## config.mk

```make
export PLATFORM = sky130hd
export DESIGN_NAME = divider14
export DESIGN_NICKNAME = d
export VERILOG_FILES = /design/src/rtl/divider14_pkg.sv /design/src/rtl/divider14_div_step.sv /design/src/rtl/divider14.sv
export SDC_FILE = /design/constraint.sdc
export NUM_CORES = 1
export LEC_CHECK = 0
export CORE_ASPECT_RATIO = 2
export CORE_MARGIN = 2
export CORE_UTILIZATION = 25
export DETAILED_ROUTE_END_ITERATION = 16
export MAX_ROUTING_LAYER = met4
export PLACE_DENSITY_LB_ADDON = 0.3
export SYNTH_ARGS = -nofsm -noshare
export SYNTH_HDL_FRONTEND = slang
export SYNTH_HIERARCHICAL = 1
export SYNTH_SLANG_ARGS = --single-unit
```

## constraint.sdc

```tcl
create_clock -name clk -period 2.5 [get_ports clk]
set_input_delay 0.25 -clock clk [delete_from_list [all_inputs] [get_ports clk]]
set_output_delay 0.25 -clock clk [all_outputs]
set_load 0.01 [all_outputs]
```

## src/rtl/divider14_pkg.sv

```systemverilog
// Shared widths, counter sizing and FSM encoding for the divider14 restoring divider.
package divider14_pkg;

  localparam int DIV_DW = 14;
  localparam int DIV_VW = 7;

  function automatic int cnt_width(input int dw);
    return (dw > 1) ? $clog2(dw) : 1;
  endfunction

  localparam int DIV_CW = cnt_width(DIV_DW);

  typedef enum logic {
    IDLE = 1'b0,
    CALC = 1'b1
  } state_t;

endpackage

```

## src/rtl/divider14_div_step.sv

```systemverilog
// One restoring-division iteration: shift in the next dividend bit, trial-subtract the divisor.
// Latency: combinational.
// Backpressure: none; evaluated every cycle, consumed only while the top is calculating.
module div_step
  import divider14_pkg::*;
#(
  parameter int VW = DIV_VW
) (
  input  logic [VW:0]   prem,
  input  logic          din,
  input  logic [VW-1:0] divisor,
  output logic [VW:0]   nrem,
  output logic          qbit
);

  // The full {prem, din} is compared so the partial remainder's top bit takes part,
  // even though a correctly running divider always keeps it at zero.
  assign qbit = ({prem, din} >= {2'b00, divisor});
  assign nrem = qbit ? ({prem[VW-1:0], din} - {1'b0, divisor})
                     : {prem[VW-1:0], din};

endmodule

```

## src/rtl/divider14.sv

```systemverilog
// Sequential unsigned restoring divider, one quotient bit per clock, MSB first.
// Latency: done DW edges after an accepted start, or 1 edge for a zero divisor.
// Backpressure: start is ignored while busy; a start held across done is taken in the done cycle.
module divider14
  import divider14_pkg::*;
#(
  parameter int DW = DIV_DW,
  parameter int VW = DIV_VW
) (
  input  logic          clk,
  input  logic          rst_n,
  input  logic          start,
  input  logic [DW-1:0] dividend,
  input  logic [VW-1:0] divisor,
  output logic          busy,
  output logic          done,
  output logic [DW-1:0] quotient,
  output logic [VW-1:0] remainder,
  output logic          dbz
);

  localparam int CW = cnt_width(DW);

  state_t        state;
  logic [CW-1:0] cnt;
  logic [DW-1:0] work;
  logic [VW-1:0] dvs;
  logic [VW:0]   prem;
  logic          dbz_pend;
  logic [VW:0]   nrem;
  logic          qbit;

  // work shifts dividend bits out of its MSB while quotient bits fill in at its LSB.
  div_step #(.VW(VW)) u_step (
    .prem    (prem),
    .din     (work[DW-1]),
    .divisor (dvs),
    .nrem    (nrem),
    .qbit    (qbit)
  );

  assign busy = (state == CALC);

  always_ff @(posedge clk) begin
    if (!rst_n) begin
      state     <= IDLE;
      cnt       <= '0;
      work      <= '0;
      dvs       <= '0;
      prem      <= '0;
      dbz_pend  <= 1'b0;
      done      <= 1'b0;
      quotient  <= '0;
      remainder <= '0;
      dbz       <= 1'b0;
    end else begin
      done     <= 1'b0;
      dbz_pend <= 1'b0;

      // A zero divisor never enters CALC; its result is published one edge after accept.
      if (dbz_pend) begin
        done      <= 1'b1;
        dbz       <= 1'b1;
        quotient  <= '1;
        remainder <= '0;
      end

      case (state)
        IDLE: begin
          if (start) begin
            if (divisor == '0) begin
              dbz_pend <= 1'b1;
            end else begin
              work  <= dividend;
              dvs   <= divisor;
              prem  <= '0;
              cnt   <= CW'(DW - 1);
              state <= CALC;
            end
          end
        end
        CALC: begin
          work <= {work[DW-2:0], qbit};
          prem <= nrem;
          if (cnt == '0) begin
            quotient  <= {work[DW-2:0], qbit};
            remainder <= nrem[VW-1:0];
            dbz       <= 1'b0;
            done      <= 1'b1;
            state     <= IDLE;
          end else begin
            cnt <= cnt - 1'b1;
          end
        end
        default: state <= IDLE;
      endcase
    end
  end

endmodule
```

==> reports/metrics.yaml <==
sta:
  setup_tns_ns: 0
  worst_slew_pin_slew_ns: 0.950
  setup-violations-final: 0
  clock-skew-final_ns: 0.00641
  hold_viol: 0
  period_needed_ns: 2.36
  grt_setup_unrepaired: "no"
  worst_slack_ns: 0.139
  slew_headroom: 0.366
  drv_slew: 0
  min_period_over_period: 0.944
  fmax_mhz: 424
clock_network:
  cts_inserted_buffers: 9
  htree_levels: 3
  cts_tree: "built"
  clockRootBuffer: "clkbuf_16"
  postCtsSetupBuffers: 0
  cts.path.max_buffers: 2
  clkSinkCount: 58
  worstSkewPairLatency_ns: 0.32
  cts.clk_slew.worst_paths_ns: 0.05
setup_path:
  cp.required_ns: 2.69
  critPathLaunchType: "flip-flop"
  critPathMaxFanout: 8
  cp-end-kind: "flip-flop"
  critPathArrivalTime_ns: 2.55
  crit_type: "reg -> reg"
synthesis:
  synth_compound_area_frac: 0.125
  yosysSeqAreaShare: 0.395
  yosysWarnings: 6
  ys_async_sr_fraction: 0
  synth_top_flop_cell: "dfxtp_1"
  synth_top_area_frac: 0.395
  synth_top_family_by_area: "simple AND/OR/NAND/NOR gates"
  muxShareOfSynthArea: 0.131
  synth_edf_count: 0
  syn_area_per_cell_um2: 8.45
  synth_area_um2: 2940
  synth_xor_area_frac: 0.00596
  synth.largest_area_cell: "dfxtp_1"
  synthDistinctLibCells: 49
  synth-simple-area-share: 0.243
  syn-instance-count: 348
  synth-adder-area-share: 0.0409
  synth_nets: 381
  ys_ff_latch: 58
  synth.area.top_cells: "dfxtp_1 39%, mux2_2 7.7%, nand2_1 7.0%"
layout:
  antennaDiodeCount: 0
  final_cell_area_um2: 3860
  layout.nets: 425
  multiInputGateArea_um2: 1620
  final.fill_count: 1264
  final_common_cell: "dfxtp_1"
  regArea_um2: 1160
  final_cell_mix: "58 x dfxtp_1, 55 x nand2_1, 46 x clkdlybuf4s50_1"
  syn_to_final_growth_pct: 31.2
  drive_gt1_frac: 0.129
placement:
  dpl_cell_area_um2: 3560
  hpwl_mm: 5.93
  pre_cts_ws_ns: 0.142
  gp_congestion: 0.902
  portBuffers: 47
global_route:
  grt.overflow.total: 0
  grt_pass1_wl_mm: 12.8
  grt.total_usage: 0.138
  grt_pass1_vias: 2625
  antenna_found_initial: 0
  grt_max_degree: 65
flow_run:
  cap_violations: 0
worst_hold_path:
  hold_path.class: "in -> reg"
pwr:
  power_density_nw_per_um2: 767
  leakagePower_nw: 1.47
  vdd_drop_max_mv: 0.369
route:
  drc: 0
  routedWlPerCell_um: 15.0
  num_vias: 2614
  vias_per_cell: 4.83
  first_pass_iters: 4
  drt-initial-drc-count: 140
  ant_nets: 0
  totalWireLength_mm: 8.09
die:
  rows: 56
  dieArea_um2: 12700
  start_util: 0.253
  die_h_um: 157
  io-pin-count: 48
  die_x_um: 80.7
  fp.coreArea_um2: 11600
run_status:
  status: "finished clean"
==> Yosys cell counts, types with 3 or more instances <==
cell / instances
a21oi_1: 12
clkbuf_1: 19
dfxtp_1: 58
ha_1: 8
inv_1: 18
mux2_2: 20
mux2i_1: 16
nand2_1: 55
nand3_1: 16
nand3b_1: 7
nor2_1: 21
nor2b_1: 4
nor3_1: 29
o21a_1: 3
o21ai_0: 21
o31a_1: 3
==> sequential cells by signal, indices dropped and copies added (netlist names), 4 cells and up <==
signal and count:
cnt 4, dvs 7, prem 8, quotient 14, remainder 7, work 14
==> per-layer routing <==
| metal | up-vias | global-route usage | wire length [µm] |
|---|---|---|---|
| li1 | 1301 | - | - |
| met1 | 1254 | 0.129 | 2990 |
| met2 | 49 | 0.264 | 4690 |
| met3 | 10 | 0.0252 | 236 |
| met4 | 0 | 0.0630 | 178 |
| met5 | - | - | 0 |
==> per-stage QoR <==
| stage | instances | power, mW | hold WS (ns) | util |
|---|---|---|---|---|
| floorplan | 348 | 1.55 | 0.380 | - |
| global placement | 526 | 1.78 | 0.448 | 0.306 |
| detailed placement | 526 | 1.79 | 0.454 | 0.306 |
| CTS | 541 | 2.98 | 0.438 | 0.331 |
| global route | 541 | 3.09 | 0.478 | 0.332 |
| finish | 541 | 2.96 | 0.441 | 0.332 |
==> where the power goes <==
| group | total, mW | switching, mW | internal [mW] |
|---|---|---|---|
| logic | 0.708 | 0.349 | 0.359 |
| clock network | 1.18 | 0.408 | 0.768 |
| registers | 1.07 | 0.0684 | 1.00 |
| total | 2.96 | 0.826 | 2.13 |
==> repair_timing <==
item / CTS / global route
hold buffers: 0 / 0
resized for setup: 0 / 2
endpoints found under the setup margin: 0 / 3
hold endpoints to repair: 0 / 0
==> critical path, cell delays in order, from the launching register on <==
cell       delay [ns]
dfxtp_1          0.44
inv_1            0.08
ha_1             0.33
a21oi_1          0.17
o21ai_1          0.11
a2111oi_4        0.38
buf_6            0.20
mux2_2           0.35
nand3_1          0.08
o21ai_0          0.09
==> layout make-up <==
type,instances,share of cell area
Clock buffer,13,0.0727
Tap cell,145,0.0470
Sequential cell,58,0.301
Inverter,18,0.0175
Clock inverter,2,0.00259
Multi-Input combinational cell,249,0.420
Timing Repair Buffer,56,0.139
==> logic make-up (layout without fill, tap and decap cells) <==
family,Yosys count,after routing
simple gates,148,148
flops,58,58
compound gates,54,54
buf+inv,41,89
mux,36,36
fa+ha+maj,9,9
xor+xnor,2,2
==> worst paths after layout <==
path                                          start  slack (ns)  cells after the start                    to
worst min register to register  dvs[5]$_SDFFE_PN0P_        0.46                      2   dvs[5]$_SDFFE_PN0P_
worst max-delay path            dvs[1]$_SDFFE_PN0P_        0.14                      9  prem[4]$_SDFFE_PN0P_
worst min-delay path                          rst_n        0.44                      3       done$_SDFF_PN0_
worst max register to register  dvs[1]$_SDFFE_PN0P_        0.14                      9  prem[4]$_SDFFE_PN0P_
(Power assumes the default switching activity.)
